File: src/rtl/spi_byte_bridge.sv
// spi_byte_bridge: byte-level glue between a host and an spi_master.
// Host bytes queue in a TX FIFO and are handed to the SPI master one at a
// time; each returned byte is pushed into a first-word-fall-through RX FIFO.
module spi_byte_bridge #(
    parameter int DEPTH = 16
) (
    input  logic                   clk,
    input  logic                   rst,
    input  logic [7:0]             wr_data_i,
    input  logic                   wr_en_i,
    output logic                   tx_full_o,
    output logic [$clog2(DEPTH):0] tx_count_o,
    input  logic                   rd_en_i,
    output logic [7:0]             rd_data_o,
    output logic                   rx_empty_o,
    output logic [$clog2(DEPTH):0] rx_count_o,
    output logic                   rx_overflow_o,
    input  logic                   clr_i,
    output logic                   busy_o,
    output logic [7:0]             spi_tx_byte_o,
    output logic                   spi_tx_valid_o,
    input  logic                   spi_ready_i,
    input  logic [7:0]             spi_rx_byte_i,
    input  logic                   spi_rx_valid_i
);

    localparam int AW = $clog2(DEPTH);
    localparam int CW = AW + 1;
    localparam logic [CW-1:0] FULL = CW'(DEPTH);

    typedef enum logic [1:0] {
        IDLE,
        SEND,
        WAIT_RX
    } state_t;

    state_t state;
    state_t state_nxt;

    logic [7:0]    tx_mem [DEPTH];
    logic [AW-1:0] tx_wptr;
    logic [AW-1:0] tx_rptr;
    logic [CW-1:0] tx_count;

    logic [7:0]    rx_mem [DEPTH];
    logic [AW-1:0] rx_wptr;
    logic [AW-1:0] rx_rptr;
    logic [CW-1:0] rx_count;

    logic [7:0]    tx_byte;
    logic          overflow;

    logic          tx_push;
    logic          tx_pop;
    logic          rx_pop;
    logic          rx_req;
    logic          rx_push;
    logic          rx_drop;

    // FIFO handshakes and FSM next-state decode
    always_comb begin
        tx_push   = wr_en_i && (tx_count != FULL);
        tx_pop    = (state == IDLE) && (tx_count != '0) && spi_ready_i;
        rx_pop    = rd_en_i && (rx_count != '0);
        rx_req    = (state == WAIT_RX) && spi_rx_valid_i;
        // a full RX FIFO still accepts the byte when the host pops in the same cycle
        rx_push   = rx_req && ((rx_count != FULL) || rx_pop);
        rx_drop   = rx_req && !rx_push;
        state_nxt = state;
        case (state)
            IDLE:    if (tx_pop) state_nxt = SEND;
            SEND:    state_nxt = WAIT_RX;
            WAIT_RX: if (spi_rx_valid_i) state_nxt = IDLE;
            default: state_nxt = IDLE;
        endcase
    end

    // FSM state register
    always_ff @(posedge clk or posedge rst) begin
        if (rst) state <= IDLE;
        else     state <= state_nxt;
    end

    // TX FIFO pointers, occupancy and the byte presented to the SPI master
    always_ff @(posedge clk or posedge rst) begin
        if (rst) begin
            tx_wptr  <= '0;
            tx_rptr  <= '0;
            tx_count <= '0;
            tx_byte  <= '0;
        end else begin
            if (tx_push) tx_wptr <= tx_wptr + AW'(1);
            if (tx_pop) begin
                tx_rptr <= tx_rptr + AW'(1);
                tx_byte <= tx_mem[tx_rptr];
            end
            tx_count <= tx_count + CW'(tx_push) - CW'(tx_pop);
        end
    end

    // TX FIFO storage
    always_ff @(posedge clk) begin
        if (tx_push) tx_mem[tx_wptr] <= wr_data_i;
    end

    // RX FIFO pointers, occupancy and sticky overflow (set wins over clear)
    always_ff @(posedge clk or posedge rst) begin
        if (rst) begin
            rx_wptr  <= '0;
            rx_rptr  <= '0;
            rx_count <= '0;
            overflow <= 1'b0;
        end else begin
            if (rx_push) rx_wptr <= rx_wptr + AW'(1);
            if (rx_pop)  rx_rptr <= rx_rptr + AW'(1);
            rx_count <= rx_count + CW'(rx_push) - CW'(rx_pop);
            if (rx_drop)    overflow <= 1'b1;
            else if (clr_i) overflow <= 1'b0;
        end
    end

    // RX FIFO storage
    always_ff @(posedge clk) begin
        if (rx_push) rx_mem[rx_wptr] <= spi_rx_byte_i;
    end

    assign tx_full_o      = (tx_count == FULL);
    assign tx_count_o     = tx_count;
    assign rx_empty_o     = (rx_count == '0);
    assign rx_count_o     = rx_count;
    // head is forced to zero while empty so reset and drained states read 0x00
    assign rd_data_o      = (rx_count == '0) ? 8'h00 : rx_mem[rx_rptr];
    assign rx_overflow_o  = overflow;
    assign busy_o         = (state != IDLE) || (tx_count != '0);
    assign spi_tx_byte_o  = tx_byte;
    assign spi_tx_valid_o = (state == SEND);

endmodule

File: config.mk
export PLATFORM = sky130hd
export DESIGN_NAME = spi_byte_bridge
export DESIGN_NICKNAME = d
export VERILOG_FILES = /design/src/rtl/spi_byte_bridge.sv
export SDC_FILE = /design/constraint.sdc
export NUM_CORES = 1
export LEC_CHECK = 0
export CAP_MARGIN = 20
export CORE_MARGIN = 10
export CORE_UTILIZATION = 30
export DETAILED_ROUTE_END_ITERATION = 8
export HOLD_SLACK_MARGIN = 0.1
export PLACE_DENSITY = 0.52
export SYNTH_ARGS = -nofsm -noshare
export SYNTH_HDL_FRONTEND = slang
export SYNTH_SLANG_ARGS = --single-unit
File: constraint.sdc
create_clock -name clk -period 8 [get_ports clk]
set_input_delay 1.2 -clock clk [delete_from_list [all_inputs] [get_ports clk]]
set_output_delay 1.2 -clock clk [all_outputs]
set_load 0.01 [all_outputs]
==> key figures <==
Status
  • Status: complete, no violations

Route
  • # DRC: 0
  • Post-Route WL: around 26000 um
  • Routed WL per cell: 21.0 um
  • Pre-antenna DRT Iters: 5
  • Initial DRC count: 325
  • Total number of vias: around 5700
  • Vias/cell: ~4.7
  • Antenna-violating nets left: 0

Clock tree
  • Clock Tree Root: clkbuf_16
  • TritonCTS clock tree: yes
  • Hold_buf cts: 0
  • Num CTS Buffers: 34
  • Post-CTS sizing: 0
  • CTS Buffer Depth: 3
  • Latest clock arrival within the worst-skew pair: just over 500 ps
  • Post-CTS Setup Repair Bufs: 0
  • Clock transition at the registers of the reported paths: 60 ps
  • H-tree depth: 2
  • CTS sink count: 293

Logic synthesis
  • Mapped Nets: 654
  • Post-synth top cells: edfxtp_1 (256), mux4_2 (54), dfrtp_1 (37)
  • Largest family of logic cells by synthesized area: multiplexers
  • Synth Register Bits: 293
  • Area share of the largest cell type after synthesis: 0.648
  • Count leader, synth: edfxtp_1
  • Multiplexer share of the synthesized area: 0.159
  • Synthesis Warnings: 0
  • Adder-Cell Fraction of Synth Area: 0.0266
  • Ranking of synthesized cells by area: edfxtp_1 (65%), mux4_2 (10%), dfrtp_1 (7.8%), mux2i_1 (2.6%), ha_1 (2.3%)
  • Synth unique cells: 41
  • XOR/XNOR share of the synthesized area: 0.0148
  • Synthesized cell area: approximately 12000 um2
  • Register area share after synthesis: 0.727
  • Asr flop ratio synth: 0.126
  • Post-synth EDFFs: roughly 260
  • Syn Inst Count: 607
  • Area share of and/or/nand/nor cells after synthesis: 0.0346
  • Post-Syn Area per Cell: 19.5 um2
  • Post-synth top flop: edfxtp_1
  • Synth Area in Compound Gates: 0.0151
  • Cell accounting for the most synthesized area: edfxtp_1

STA
  • Max-slew violation count: 0
  • Slew HR: 0.265
  • Final period util: 0.543
  • Achievable Freq: about 230 MHz
  • Hold_ws: 516 ps
  • Setup TNS Final: 0 ps
  • Worst-Margin Slew: approximately 1100 ps
  • Tmin final: 4340 ps
  • Clock skew after layout: 9.72 ps
  • Final Hold Fails: 0
  • RSZ-0062 raised after global routing: no
  • Final setup fails: 0

Global route
  • Met2 track demand over resource: 0.188
  • Antenna violations before repair: 0
  • Met3 Track Usage GR: 0.0260
  • Vias in the first global route: 6232
  • GR Util met1: 0.130
  • Total GRT Usage: 0.108
  • Busiest grt layer: met2
  • Remaining global-route overflow: 0
  • First-pass GRT wire length: around 39000 um
  • Largest net degree at the start of global routing: 38

Floorplanning
  • Initial Util: 0.305
  • # rows: 72
  • Chip Height: 219 um
  • Die ar.: 47900 um2
  • Die W: 219 um
  • Core Area: 38800 um2
  • I/O pin cnt: 54

Setup path
  • Crit Reg-Reg Startpoint: tx_count_o[2]$_DFF_PP0_
  • Worst Setup EP: rd_data_o[4]
  • Crit path launch type: flip-flop
  • Crit path launch: rx_rptr[1]$_DFFE_PP0P_
  • Reg2reg setup slack: about 4600 ps
  • WP data required: 6800 ps
  • Critical R2R Capture: tx_count_o[4]$_DFF_PP0_
  • Crit path arrival time: 3140 ps
  • Worst Setup Path Type: flip-flop to output port
  • Crit Path Max Fanout: 18
  • R2R cell count: 14
  • Setup crit end kind: output port

Finish
  • # nets final: 731
  • Fill cells: 3586
  • Area growth from synthesis to layout: 19.2%
  • Final non-filler cell total: 1226
  • Antenna Cells: 0
  • Share of post-route cells with drive strength above 1: 0.199

Power
  • Peak supply drop: 0.176 mV
  • Leakage: 4.80 nW
  • Pwr dens: roughly 360 nW/um2

Placed design
  • Final GP Congestion: 0.719
  • PortBufs: 53
  • Dpl hpwl: between 15000 and 20000 um
  • Placed Cells: 1166

Worst hold path
  • HP Start: spi_tx_byte_o[1]$_DFFE_PP0P_
  • Worst min path class: flip-flop to flip-flop

Flow run
  • Max-cap violation count: 0
## placed cells by master (no fill, tap or decap), types with 2 or more instances in the layout
cell	n
nand4_1	4
ha_1	22
nand3_1	3
edfxtp_1	256
dfrtp_1	35
o21ai_0	9
buf_4	18
fa_1	2
nand2b_1	4
a21oi_1	5
mux4_1	10
mux4_2	54
bufinv_16	3
mux2_2	8
a21o_1	2
clkinv_2	8
clkbuf_1	5
xnor2_1	15
nand2_1	20
xor2_1	5
nor3_1	4
nor3b_1	4
nor2_1	20
mux2i_1	31
clkdlybuf4s50_1	53
inv_1	27
clkbuf_16	37
nor4_2	3
nor2b_1	3
or2_2	2
o22ai_1	9
and2_1	8
clkinv_1	4
dfrtp_2	2
## metrics by stage
step,area [um2],power (W),worst slack [ps],utilization
finish,14100,0.00506,3660,0.364
global route,14100,0.00533,3510,0.364
CTS,14100,0.00514,3570,0.364
detailed placement,13000,0.00359,4030,0.335
global placement,13000,0.00354,4110,0.335
floorplan,11900,0.00305,4910,-
## worst min-delay path by stage
stage,end,slack [ps],cells after the start
6_report,spi_tx_byte_o[1]$_DFFE_PP0P_,520,2
5_1_grt,spi_tx_byte_o[3]$_DFFE_PP0P_,560,2
3_3_place_gp,spi_tx_byte_o[3]$_DFFE_PP0P_,510,2
2_1_floorplan,rx_rptr[2]$_DFFE_PP0P_,480,1
3_5_place_dp,spi_tx_byte_o[1]$_DFFE_PP0P_,500,2
4_1_cts,spi_tx_byte_o[3]$_DFFE_PP0P_,530,2
## routing by layer
layer | wire (um) | vias to the layer above
met5 | 0 | -
met4 | 554 | 0
met3 | 1210 | 42
met2 | 13300 | 123
met1 | 10600 | 3017
li1 | - | 2548
## report_power, final
part	switching [W]	internal (W)
Combinational	0.000726	0.000764
Clock	0.000600	0.000937
Sequential	0.000184	0.00185
Total	0.00151	0.00355
## cell type report
class / count / area [um2] / area share
Clock inverter: 18 / 173 / 0.0122
Timing Repair Buffer: 71 / 666 / 0.0471
Multi-Input combinational cell: 256 / 2980 / 0.211
Tap cell: 518 / 648 / 0.0459
Inverter: 28 / 105 / 0.00744
Sequential cell: 293 / 8620 / 0.610
Clock buffer: 42 / 945 / 0.0669
## worst max-delay path: stages, from the launching register on
cell	delay (ps)
dfrtp_1	920
buf_4	440
mux4_2	360
mux2i_1	280
o22ai_1	140
clkdlybuf4s50_1	500
## flip-flops by register name, summed over array words and instances (netlist names), 5 cells and up
| name | count |
|---|---|
| rx_mem | 128 |
| tx_mem | 128 |
| spi_tx_byte_o | 8 |
| rx_count_o | 5 |
| tx_count_o | 5 |
## cells by family (layout without fill, tap and decap cells)
kind of cell,after synthesis,count (layout)
AND/OR/NAND/NOR,80,80
buffers and inverters,58,159
adder cells (fa/ha/maj),24,24
multiplexers,103,103
XOR/XNOR,20,20
AO/OA/AOI/OAI,29,29
flip-flops,293,293
Power figures use the tool's default switching activity.
